**src/rtl/instr_fetch.sv**
```systemverilog
// instr_fetch: sequential instruction fetch unit with a 2-entry {pc, instr} output FIFO.
//
// Each cycle the unit fetches the word at pc. The fetch is pushed into the FIFO
// when there is room, or when the head entry is leaving in the same cycle.
// A redirect flushes the FIFO and restarts fetch at the word-aligned target.
// While the FIFO is full and nothing is popped, pc holds.
//
// Optional feature: define FETCH_PERF_EN to add f_count, a 32-bit count of
// accepted (popped) entries.
//
// Ports:
//   clk            clock; all state changes on the rising edge
//   rst            asynchronous active-high reset
//   imem_addr      word index into instruction memory, pc[IMEM_AW+1:2]
//   imem_rdata     instruction for imem_addr, returned in the same cycle
//   redirect_valid branch/jump redirect request; has priority over everything else
//   redirect_pc    redirect target byte address; bits [1:0] are ignored
//   f_valid        head entry is available to decode
//   f_ready        decode accepts the head entry
//   f_instr        instruction of the head entry
//   f_pc           byte address of the head entry
//   f_count        (FETCH_PERF_EN only) number of accepted entries, wraps at 2^32
module instr_fetch #(
  parameter int unsigned IMEM_AW  = 8,
  parameter int unsigned ILEN     = 32,
  parameter logic [31:0] RESET_PC = 32'h0000_0000
) (
  input  logic               clk,
  input  logic               rst,
  output logic [IMEM_AW-1:0] imem_addr,
  input  logic [ILEN-1:0]    imem_rdata,
  input  logic               redirect_valid,
  input  logic [31:0]        redirect_pc,
`ifdef FETCH_PERF_EN
  output logic [31:0]        f_count,
`endif
  output logic               f_valid,
  input  logic               f_ready,
  output logic [ILEN-1:0]    f_instr,
  output logic [31:0]        f_pc
);

  logic [31:0]     pc_q;
  logic [31:0]     fifo_pc_q    [2];
  logic [ILEN-1:0] fifo_instr_q [2];
  logic            wr_ptr_q;
  logic            rd_ptr_q;
  logic [1:0]      count_q;

  logic pop;
  logic push;

  // Only the word part of the redirect target matters.
  logic unused_redirect_lsb;
  assign unused_redirect_lsb = ^redirect_pc[1:0];

  always_comb begin
    pop  = f_valid & f_ready & ~redirect_valid;
    // A pop in the same cycle frees the slot this push will occupy.
    push = ~redirect_valid & ((count_q < 2'd2) | pop);
  end

  assign imem_addr = pc_q[IMEM_AW+1:2];
  assign f_valid   = (count_q != 2'd0);
  assign f_pc      = fifo_pc_q[rd_ptr_q];
  assign f_instr   = fifo_instr_q[rd_ptr_q];

  always_ff @(posedge clk or posedge rst) begin
    if (rst) begin
      pc_q            <= RESET_PC;
      wr_ptr_q        <= 1'b0;
      rd_ptr_q        <= 1'b0;
      count_q         <= 2'd0;
      fifo_pc_q[0]    <= 32'd0;
      fifo_pc_q[1]    <= 32'd0;
      fifo_instr_q[0] <= '0;
      fifo_instr_q[1] <= '0;
    end else if (redirect_valid) begin
      // Flush: any head entry shown this cycle is dropped, not handed over.
      pc_q     <= {redirect_pc[31:2], 2'b00};
      wr_ptr_q <= 1'b0;
      rd_ptr_q <= 1'b0;
      count_q  <= 2'd0;
    end else begin
      if (push) begin
        fifo_pc_q[wr_ptr_q]    <= pc_q;
        fifo_instr_q[wr_ptr_q] <= imem_rdata;
        wr_ptr_q               <= ~wr_ptr_q;
        pc_q                   <= pc_q + 32'd4;
      end
      if (pop) begin
        rd_ptr_q <= ~rd_ptr_q;
      end
      if (push && !pop) begin
        count_q <= count_q + 2'd1;
      end else if (pop && !push) begin
        count_q <= count_q - 2'd1;
      end
    end
  end

`ifdef FETCH_PERF_EN
  logic [31:0] f_count_q;

  always_ff @(posedge clk or posedge rst) begin
    if (rst) begin
      f_count_q <= 32'd0;
    end else if (pop) begin
      f_count_q <= f_count_q + 32'd1;
    end
  end

  assign f_count = f_count_q;
`endif

endmodule

```
**config.mk**
```make
export PLATFORM = sky130hd
export DESIGN_NAME = instr_fetch
export DESIGN_NICKNAME = d
export VERILOG_FILES = /design/src/rtl/instr_fetch.sv
export SDC_FILE = /design/constraint.sdc
export NUM_CORES = 1
export LEC_CHECK = 0
export BUFFER_PORTS_ARGS = -buffer_cell sky130_fd_sc_hd__buf_2
export CAP_MARGIN = 20
export CORE_ASPECT_RATIO = 0.5
export CORE_MARGIN = 3
export CORE_UTILIZATION = 52
export CTS_BUF_LIST = sky130_fd_sc_hd__clkbuf_8
export DETAILED_ROUTE_END_ITERATION = 7
export GPL_ROUTABILITY_DRIVEN = 1
export GPL_TIMING_DRIVEN = 0
export PLACE_DENSITY = 0.79
export SLEW_MARGIN = 20
export SYNTH_ARGS = -nofsm -noshare
export SYNTH_HDL_FRONTEND = slang
export SYNTH_SLANG_ARGS = --single-unit
```
**constraint.sdc**
```tcl
create_clock -name clk -period 4.9 [get_ports clk]
set_input_delay 0.49 -clock clk [delete_from_list [all_inputs] [get_ports clk]]
set_output_delay 0.49 -clock clk [all_outputs]
set_load 0.1 [all_outputs]
```
# Yosys cells after proc, flatten, opt, wreduce, memory -nomap -nowiden
# Index checks and enable logic that the tools add are counted.
[totals]
regBits = 164
latch_bits = 0
mem_bits_rw = 0
romBits = 0
out_inout_bits = 73
elab_cells = 53
memories = 0
[classes]
addsub = 3
mul = 0
div = 0
magnitude_cmp = 4
n_eq_ne = 0
n_shift = 0
mux = 19
bitwise = 9
n_reduce_logical = 10
[op_table]
columns = ["operator", "n"]
rows = [
  ["two-way mux 32 bit", 9],
  ["bitwise mux 64 bit", 2],
  ["adder 32 x 3 -> 32 bit, second input constant", 1],
  ["demux 32 bit (select 1 bit)", 1],
  ["two-way mux 2 bit", 3],
  ["nonzero test 2 bit", 3],
  [">= comparator 2 bit, second input constant", 2],
  ["two-way mux 1 bit", 4],
  ["NOT 1 -> 2 bit", 2],
  ["AND 1 bit", 3],
  ["logical AND 1 bit", 3],
  ["NOT 1 bit", 3],
  ["nonzero test 3 bit", 1],
  ["adder 2 x 1 -> 2 bit, second input constant", 1],
  ["zero test 1 bit", 2],
  ["< comparator 2 x 1 -> 1 bit, second input constant", 1],
  ["< comparator 2 bit, second input constant", 1],
  ["AND reduction 2 bit", 1],
  ["subtractor 2 x 1 -> 2 bit, second input constant", 1],
  ["bitwise OR 1 bit", 1],
]

# Depth between registers and ports, before layout
# Gate-level depths: netlist (run 1).
[logic_depth]
word_depth = 10
ltp_mapped = 7

# Worst setup path after synthesis (run 1)
# No wires, ideal clock.
[synth_path]
kind = "register to output"
from = "register rd_ptr_q"
to = "output f_instr[22]"
t_arrival_ns = 1.520
path_slack_ns = 2.890
path_stages_with_launch = 4
path_buffers = 2
path_cell_list = "dfrtp_1 > clkbuf_1 > clkbuf_1 > mux2_2"
[synth_between]
elab_chain_cells = 4
[synth_lines]
columns = ["element", "line_no", "text"]
rows = [
  ["start: declaration", "47", "logic rd_ptr_q;"],
  ["start signal: assignment", "92", "rd_ptr_q <= ~rd_ptr_q;"],
  ["NOT 1 -> 2 bit (not written as such)", "66", "assign f_instr = fifo_instr_q[rd_ptr_q];"],
  ["two-way mux 32 bit (not written as such) (3 in a row)", "66", ""],
  ["end: declaration", "39", "output logic [ILEN-1:0] f_instr,"],
]
# Every way passes these cells. The select of a mux whose other input is x is not followed.

# Worst setup path after layout (run 1)
[layout_path]
from = "register rd_ptr_q"
to = "output f_pc[18]"
[layout_between]
elab_chain_cells = 4
[layout_lines]
columns = ["element", "line_no", "text"]
rows = [
  ["NOT 1 -> 2 bit (not written as such)", "65", "assign f_pc = fifo_pc_q[rd_ptr_q];"],
  ["two-way mux 32 bit (not written as such) (3 in a row)", "65", ""],
  ["end: declaration", "40", "output logic [31:0] f_pc"],
]
# Every way passes these cells. The select of a mux whose other input is x is not followed.

==> results of run 1 <==
-- area by class of cell --
cell class                      count  area (um^2)  area share
Sequential cell                   158         3950       0.459
Clock buffer                       19          262      0.0304
Multi-Input combinational cell    351         3080       0.358
Inverter                            7         33.8     0.00392
Buffer                             41          234      0.0272
Tap cell                          186          233      0.0270
Clock inverter                     13          108      0.0125
Timing Repair Buffer              137          708      0.0823
-- registers in the layout (all words and copies together), names as in the netlist --
| signal | flops |
|---|---|
| fifo_instr_q | 64 |
| fifo_pc_q | 60 |
| pc_q | 30 |
| count_q | 2 |
| rd_ptr_q | 1 |
| wr_ptr_q | 1 |
-- per-layer routing --
metal / wire [um] / share of wire / up-vias / track usage
met1: 6990 / 0.46 / 2445 / 0.269
met4: 106 / 0.0070 / 0 / 0.0546
met5: 0 / 0 / - / 0
li1: - / - / 2271 / -
met3: 583 / 0.039 / 12 / 0.0366
met2: 7460 / 0.49 / 126 / 0.343
-- final timing paths --
path / start / to / slack (ns) / cells after the start
max in group asynchronous: rst / fifo_pc_q[57]$_DFFE_PP0P_ / 4.01 / 3
worst min register to register: fifo_pc_q[39]$_DFFE_PP0P_ / fifo_pc_q[39]$_DFFE_PP0P_ / 0.49 / 1
worst max-delay path: rd_ptr_q$_DFFE_PP0P_ / f_pc[18] / 1.96 / 4
min in group clk: redirect_pc[20] / pc_q[20]$_DFFE_PP0P_ / 0.26 / 3
worst max register to register: pc_q[2]$_DFFE_PP0P_ / pc_q[30]$_DFFE_PP0P_ / 2.79 / 7
worst min-delay path: rst / fifo_instr_q[23]$_DFFE_PP0P_ / 0.02 / 2
-- layout by cell type (no fill, tap or decap), drive strengths merged, types with 2 or more instances in the layout --
| cell type | synthesis | final |
|---|---|---|
| mux2 | 188 | 188 |
| buf | 30 | 167 |
| dfrtp | 158 | 158 |
| nand2 | 36 | 36 |
| clkbuf | 11 | 30 |
| o21ai | 28 | 28 |
| xor2 | 24 | 24 |
| nand3 | 18 | 18 |
| nand4 | 15 | 15 |
| inv | 7 | 10 |
| clkinv | 0 | 9 |
| nor2 | 7 | 7 |
| xnor2 | 6 | 6 |
| a21oi | 5 | 5 |
| nor3 | 4 | 4 |
| nor2b | 3 | 3 |
| and2 | 3 | 3 |
| nand2b | 2 | 2 |
| nor4 | 2 | 2 |
| conb | 1 | 2 |
-- worst reg2reg max path: cells and delay by family, from the launching register on --
kind / cells / cell delay (ns)
flops: 1 / 0.49
fa+ha+maj: 1 / 0.21
xor+xnor: 1 / 0.19
simple gates: 2 / 0.24
compound gates: 2 / 0.56
buf+inv: 1 / 0.34
-- report_power, final --
group          internal [uW]  total [uW]  switching, uW
combinational            517        2000           1490
sequential              1590        1760            167
clock                    388         898            511
total                   2500        4660           2160
-- Yosys cell counts (2+ instances only) --
library cell                 n  area share
sky130_fd_sc_hd__nor2b_1     3      0.0026
sky130_fd_sc_hd__nand4_1    15       0.013
sky130_fd_sc_hd__o21ai_0    26       0.018
sky130_fd_sc_hd__xnor2_1     6      0.0072
sky130_fd_sc_hd__dfrtp_1   158        0.54
sky130_fd_sc_hd__buf_1       3      0.0015
sky130_fd_sc_hd__o21ai_1     2      0.0014
sky130_fd_sc_hd__buf_2      10      0.0069
sky130_fd_sc_hd__nand2b_1    2      0.0017
sky130_fd_sc_hd__nand2_1    35       0.018
sky130_fd_sc_hd__nand3_1    17       0.012
sky130_fd_sc_hd__clkbuf_1   11      0.0057
sky130_fd_sc_hd__and2_1      3      0.0026
sky130_fd_sc_hd__nor3_4      2      0.0045
sky130_fd_sc_hd__nor2_1      7      0.0036
sky130_fd_sc_hd__mux2_2    184        0.28
sky130_fd_sc_hd__xor2_1     24       0.029
sky130_fd_sc_hd__inv_1       7      0.0036
sky130_fd_sc_hd__nor3_1      2      0.0014
sky130_fd_sc_hd__mux2_1      4      0.0062
sky130_fd_sc_hd__a21oi_1     5      0.0034
sky130_fd_sc_hd__nor4_1      2      0.0017
sky130_fd_sc_hd__buf_4      16       0.016
-- cell families (layout without fill, tap and decap cells) --
family / count (synthesis) / after routing
fa+ha+maj: 1 / 1
mux: 189 / 189
other cells: 1 / 2
xor+xnor: 30 / 30
compound gates: 34 / 34
buf+inv: 48 / 217
simple gates: 95 / 95
flops: 158 / 158
-- metrics by stage --
step | TNS (ns) | cells
6_report | 0 | 912
5_1_grt | 0 | 912
3_5_place_dp | 0 | 880
4_1_cts | 0 | 912
2_1_floorplan | 0 | 557
3_3_place_gp | -219.12 | 879
==> impl_metrics.py, run 1 <==
metrics = {
    "timing": {
        "fin_worst_hold_slack_ns": 0.0215,
        "finalHoldViolCount": 0,
        "grt_setup_unrepaired": "false",
        "setup_ws_ns": 1.96,
        "worst_pin_slew_ns": 0.662,
        "headroom_to_the_max_slew_limit": 0.559,
        "final_period_minus_worst_setup_slack_ns": 2.94,
        "final-setup-viol-count": 0,
        "worst_clock_skew_ns": 0.0140,
        "fmax_mhz": 340,
        "report.final.slew_viol_count": 0,
        "timing.final.crit_share": 0.600,
    },
    "die": {
        "die_y_um": 89.7,
        "rows": 29,
        "design.die.area_mm2": 0.0156,
        "top_level_ports": 141,
        "dieWidth_um": 173,
        "core_area_mm2": 0.0132,
        "initial_core_utilization": 0.553,
    },
    "critical_path": {
        "crit_arrival_ns": 2.45,
        "crit_path_max_incr_delay_ns": 0.57,
        "crit_path_max_delay_cell_type": "sky130_fd_sc_hd__buf_1",
        "critical_path_s_top_delay_family": "buffers and inverters",
        "critPathKind": "register to output pin",
        "worstPathMaxFanout": 10,
        "setup.worst_path.end_class": "output pin",
        "critical_path_required_ns": 4.41,
        "worstSetupStartpointType": "register",
        "critical_path.cell_chain": "clkbuf_1 -> buf_1 -> mux2_2 -> buf_2",
        "cp_num_buf_inv": 3,
    },
    "finish": {
        "area_growth_pct": 18.1,
        "design.final.nets": 782,
        "fin_area_mm2": 0.00861,
        "antenna_diode_count": 0,
        "filler_cell_count": 1033,
        "post-route-util": 0.654,
        "final_layout_size_suffix_gt1_frac": 0.532,
    },
    "clocking": {
        "cts-hold-fix-buffers": 0,
        "cts_max_path_buffers": 2,
        "clk_root_buffer_cell": "sky130_fd_sc_hd__clkbuf_8",
        "clock_tree.htree_level_count": 4,
        "cts_inserted_buffers": 17,
        "clock_sinks": 158,
        "tritoncts": "yes",
        "worst_setup_hold_path_clk_slew_ns": 0.09,
        "cts_post_setup_buffers_inserted": 0,
        "insertion_delay_ns": 0.44,
        "cts_resized": 0,
    },
    "routing": {
        "postRouteAntennaNets": 0,
        "remaining_drc_errors": 0,
        "initialDrtViolationCount": 296,
        "drt-vias-per-instance": 5.32,
        "wire_per_inst_um": 16.6,
        "number_of_detailed_route_iterations_in_the_first_pass": 6,
        "vias": 4854,
        "route.final.wire_length_um": 15100,
    },
    "outcome": {
        "run_status": "complete, no violations",
    },
    "synthesis": {
        "synth-compound-area-share": 0.0239,
        "syn-mean-instance-area_um2": 13.1,
        "yosys_most_used_dff": "sky130_fd_sc_hd__dfrtp_1",
        "synth_edf_count": 0,
        "main_combinational_cell_family_by_area_after_synthesis": "multiplexers",
        "yosys-mux-area-fraction": 0.292,
        "synthesis.yosys.warnings": 0,
        "synth-adder-area-share": 0.00172,
        "async_flop_share": 1.00,
        "synthesis.area_mm2": 0.00729,
        "postSynthCellCount": 556,
        "yosys_register_bits": 158,
        "post_synth_and_or_nand_nor_area_fraction": 0.0678,
        "post_synth_num_cell_types": 35,
        "fraction_of_synthesized_cell_area_in_xor_and_xnor_cells": 0.0361,
        "part_of_the_yosys_area_used_for_sequential_elements": 0.542,
    },
    "placement": {
        "dp.final_hpwl_um": 10700,
        "place_ws_ns": 2.38,
        "io_buffers": 136,
        "gp_congestion": 0.825,
        "post_dp_cell_area_mm2": 0.00824,
    },
    "global_routing": {
        "grt_pass1_vias": 5140,
        "grt_pass1_wl_um": 25600,
        "gr-total-overflow": 0,
        "antenna_found_initial": 0,
        "gr-usage-all-layers": 0.202,
        "grt_max_degree": 111,
    },
    "hold_path": {
        "min-delay-path-class": "primary input to asynchronous set/reset pin",
    },
    "run": {
        "max_cap_violations": 0,
    },
    "pwr": {
        "p_per_area_mw_per_mm2": 542,
        "max_rail_drop_vdd_mv": 0.259,
        "static-leakage-power_uw": 0.00387,
        "post-layout-total-power_uw": 4660,
    },
}
No activity file was read; power rests on OpenSTA's default activity.
==> inputs of run 2 (changes only) <==
Clock period 4.9 ns to 2.7 ns, I/O delays scaled along.
==> impl_metrics.py, run 2 (synthesis gave the netlist of run 1 again) <==
metrics = {
    "critical_path": {
        "critPathKind": "register to output pin",
        "cp_num_buf_inv": 3,
        "setup.worst_path.end_class": "output pin",
        "critical_path_s_top_delay_family": "buffers and inverters",
        "worstSetupStartpointType": "register",
        "worstPathMaxFanout": 10,
        "crit_arrival_ns": 2.24,
        "crit_path_max_incr_delay_ns": 0.40,
        "critical_path_required_ns": 2.43,
        "crit_path_max_delay_cell_type": "sky130_fd_sc_hd__clkbuf_1",
        "critical_path.cell_chain": "clkbuf_1 -> buf_2 -> mux2_2 -> buf_2",
        "worst_path_most_repeated_cell": "sky130_fd_sc_hd__buf_2",
    },
    "clocking": {
        "insertion_delay_ns": 0.43,
        "clock_sinks": 158,
        "tritoncts": "yes",
        "clock_tree.htree_level_count": 4,
        "cts_max_path_buffers": 2,
        "clk_root_buffer_cell": "sky130_fd_sc_hd__clkbuf_8",
        "worst_setup_hold_path_clk_slew_ns": 0.09,
        "cts_inserted_buffers": 17,
    },
    "finish": {
        "largest_reg_by_ff_count": "fifo_instr_q",
        "final_common_cell": "sky130_fd_sc_hd__mux2_2",
        "design.final.nets": 786,
        "multi_input_area_mm2": 0.00308,
        "final_layout_size_suffix_gt1_frac": 0.539,
        "filler_cell_count": 1003,
        "seqCellArea_mm2": 0.00395,
        "area_growth_pct": 19.8,
        "largest_reg_flops": 64,
        "reg_top3": "fifo_instr_q (64), fifo_pc_q (60), pc_q (30)",
        "post-route-util": 0.663,
        "antenna_diode_count": 0,
        "most-common-layout-cells": "sky130_fd_sc_hd__mux2_2, sky130_fd_sc_hd__dfrtp_1, sky130_fd_sc_hd__buf_2",
    },
    "routing": {
        "number_of_detailed_route_iterations_in_the_first_pass": 4,
        "route.final.wire_length_um": 15700,
        "drt-vias-per-instance": 5.25,
        "remaining_drc_errors": 0,
        "wire_per_inst_um": 17.2,
        "initialDrtViolationCount": 247,
        "vias": 4807,
        "postRouteAntennaNets": 0,
    },
    "pwr": {
        "p_per_area_mw_per_mm2": 1000,
        "static-leakage-power_uw": 0.00394,
        "max_rail_drop_vdd_mv": 0.461,
    },
    "global_routing": {
        "gr-total-overflow": 0,
        "grt_pass1_wl_um": 26300,
        "antenna_found_initial": 0,
        "grt_max_degree": 36,
        "gr-usage-all-layers": 0.208,
        "grt_pass1_vias": 5142,
    },
    "timing": {
        "timing.final.crit_share": 0.930,
        "headroom_to_the_max_slew_limit": 0.516,
        "final-setup-viol-count": 0,
        "fmax_mhz": 398,
        "worst_clock_skew_ns": 0.0122,
        "fin_worst_hold_slack_ns": 0.0493,
        "report.final.slew_viol_count": 0,
        "worst_pin_slew_ns": 0.725,
        "final_period_minus_worst_setup_slack_ns": 2.51,
        "grt_setup_unrepaired": "false",
        "finalHoldViolCount": 0,
    },
    "die": {
        "design.die.area_mm2": 0.0156,
        "rows": 29,
        "core_area_mm2": 0.0132,
        "die_y_um": 89.7,
        "initial_core_utilization": 0.553,
        "top_level_ports": 141,
        "dieWidth_um": 173,
    },
    "outcome": {
        "run_status": "complete, no violations",
    },
    "placement": {
        "gp_congestion": 0.829,
        "dp.final_hpwl_um": 11100,
        "io_buffers": 136,
    },
    "hold_path": {
        "min-delay-path-class": "primary input to register",
    },
    "run": {
        "max_cap_violations": 0,
    },
}
-- run 2: changes by cell type in the layout (fill, tap and decap cells not counted), sizes merged --
cell,before,now
clkbuf,30,29
clkinvlp,1,5
buf,167,169
clkinv,9,3
bufinv,0,4
inv,10,9
dlygate4sd3,0,1
-- run 2: power breakdown --
| group | internal [uW] | switching, uW | total (uW) |
|---|---|---|---|
| clock network | 1010 | 910 | 1920 |
| logic | 949 | 2710 | 3660 |
| registers | 2890 | 304 | 3200 |
-- run 2: worst min-delay path: stages --
cell	delay, ns
sky130_fd_sc_hd__buf_2	0.08
sky130_fd_sc_hd__nand2_1	0.04
sky130_fd_sc_hd__o21ai_0	0.06
-- run 2: path summary, 6_finish.rpt --
path	startpoint	end	slack [ns]	cells past startpoint
max	rd_ptr_q$_DFFE_PP0P_	f_pc[18]	0.19	4
min	redirect_pc[16]	pc_q[16]$_DFFE_PP0P_	0.05	3
max reg2reg	pc_q[2]$_DFFE_PP0P_	pc_q[30]$_DFFE_PP0P_	0.64	7
min reg2reg	fifo_instr_q[45]$_DFFE_PP0P_	fifo_instr_q[45]$_DFFE_PP0P_	0.49	1
max in group asynchronous	rst	fifo_pc_q[56]$_DFFE_PP0P_	1.35	5
min in group asynchronous	rst	fifo_instr_q[46]$_DFFE_PP0P_	0.51	3
-- run 2: per-stage QoR --
stage          TNS, ns  instance area [um^2]  worst slack (ns)  std cells  power [uW]
3_5_place_dp         0                  8290             0.404        883        6920
4_1_cts              0                  8730           0.00386        915        8820
6_report             0                  8730             0.188        915        8770
3_3_place_gp    -73.92                  8210            -0.484        879        6820
5_1_grt              0                  8730            0.0704        915        9130
2_1_floorplan        0                  7300             0.429        557        6380
-- run 2: per-layer routing --
metal,vias to the layer above,share of wire,global-route usage
met2,127,0.48,0.336
li1,2262,-,-
met1,2401,0.46,0.283
met5,-,0,0
met4,0,0.015,0.0741
met3,17,0.047,0.0396
-- run 2: final cells by class --
cell class	instances	share of cell area
Buffer	41	0.0276
Sequential cell	158	0.453
Clock buffer	17	0.0268
Clock inverter	14	0.0222
Inverter	7	0.00344
Multi-Input combinational cell	351	0.352
Tap cell	186	0.0266
Timing Repair Buffer	141	0.0882
-- run 2: what timing repair did --
item	4_1_cts	5_1_grt
hold buffers	1	0
gates resized for setup	3	5
pin swaps	0	0
gates cloned	0	0
endpoints found under the hold margin	26	0
buffers inserted	0	0
endpoints found under the setup margin	31	29
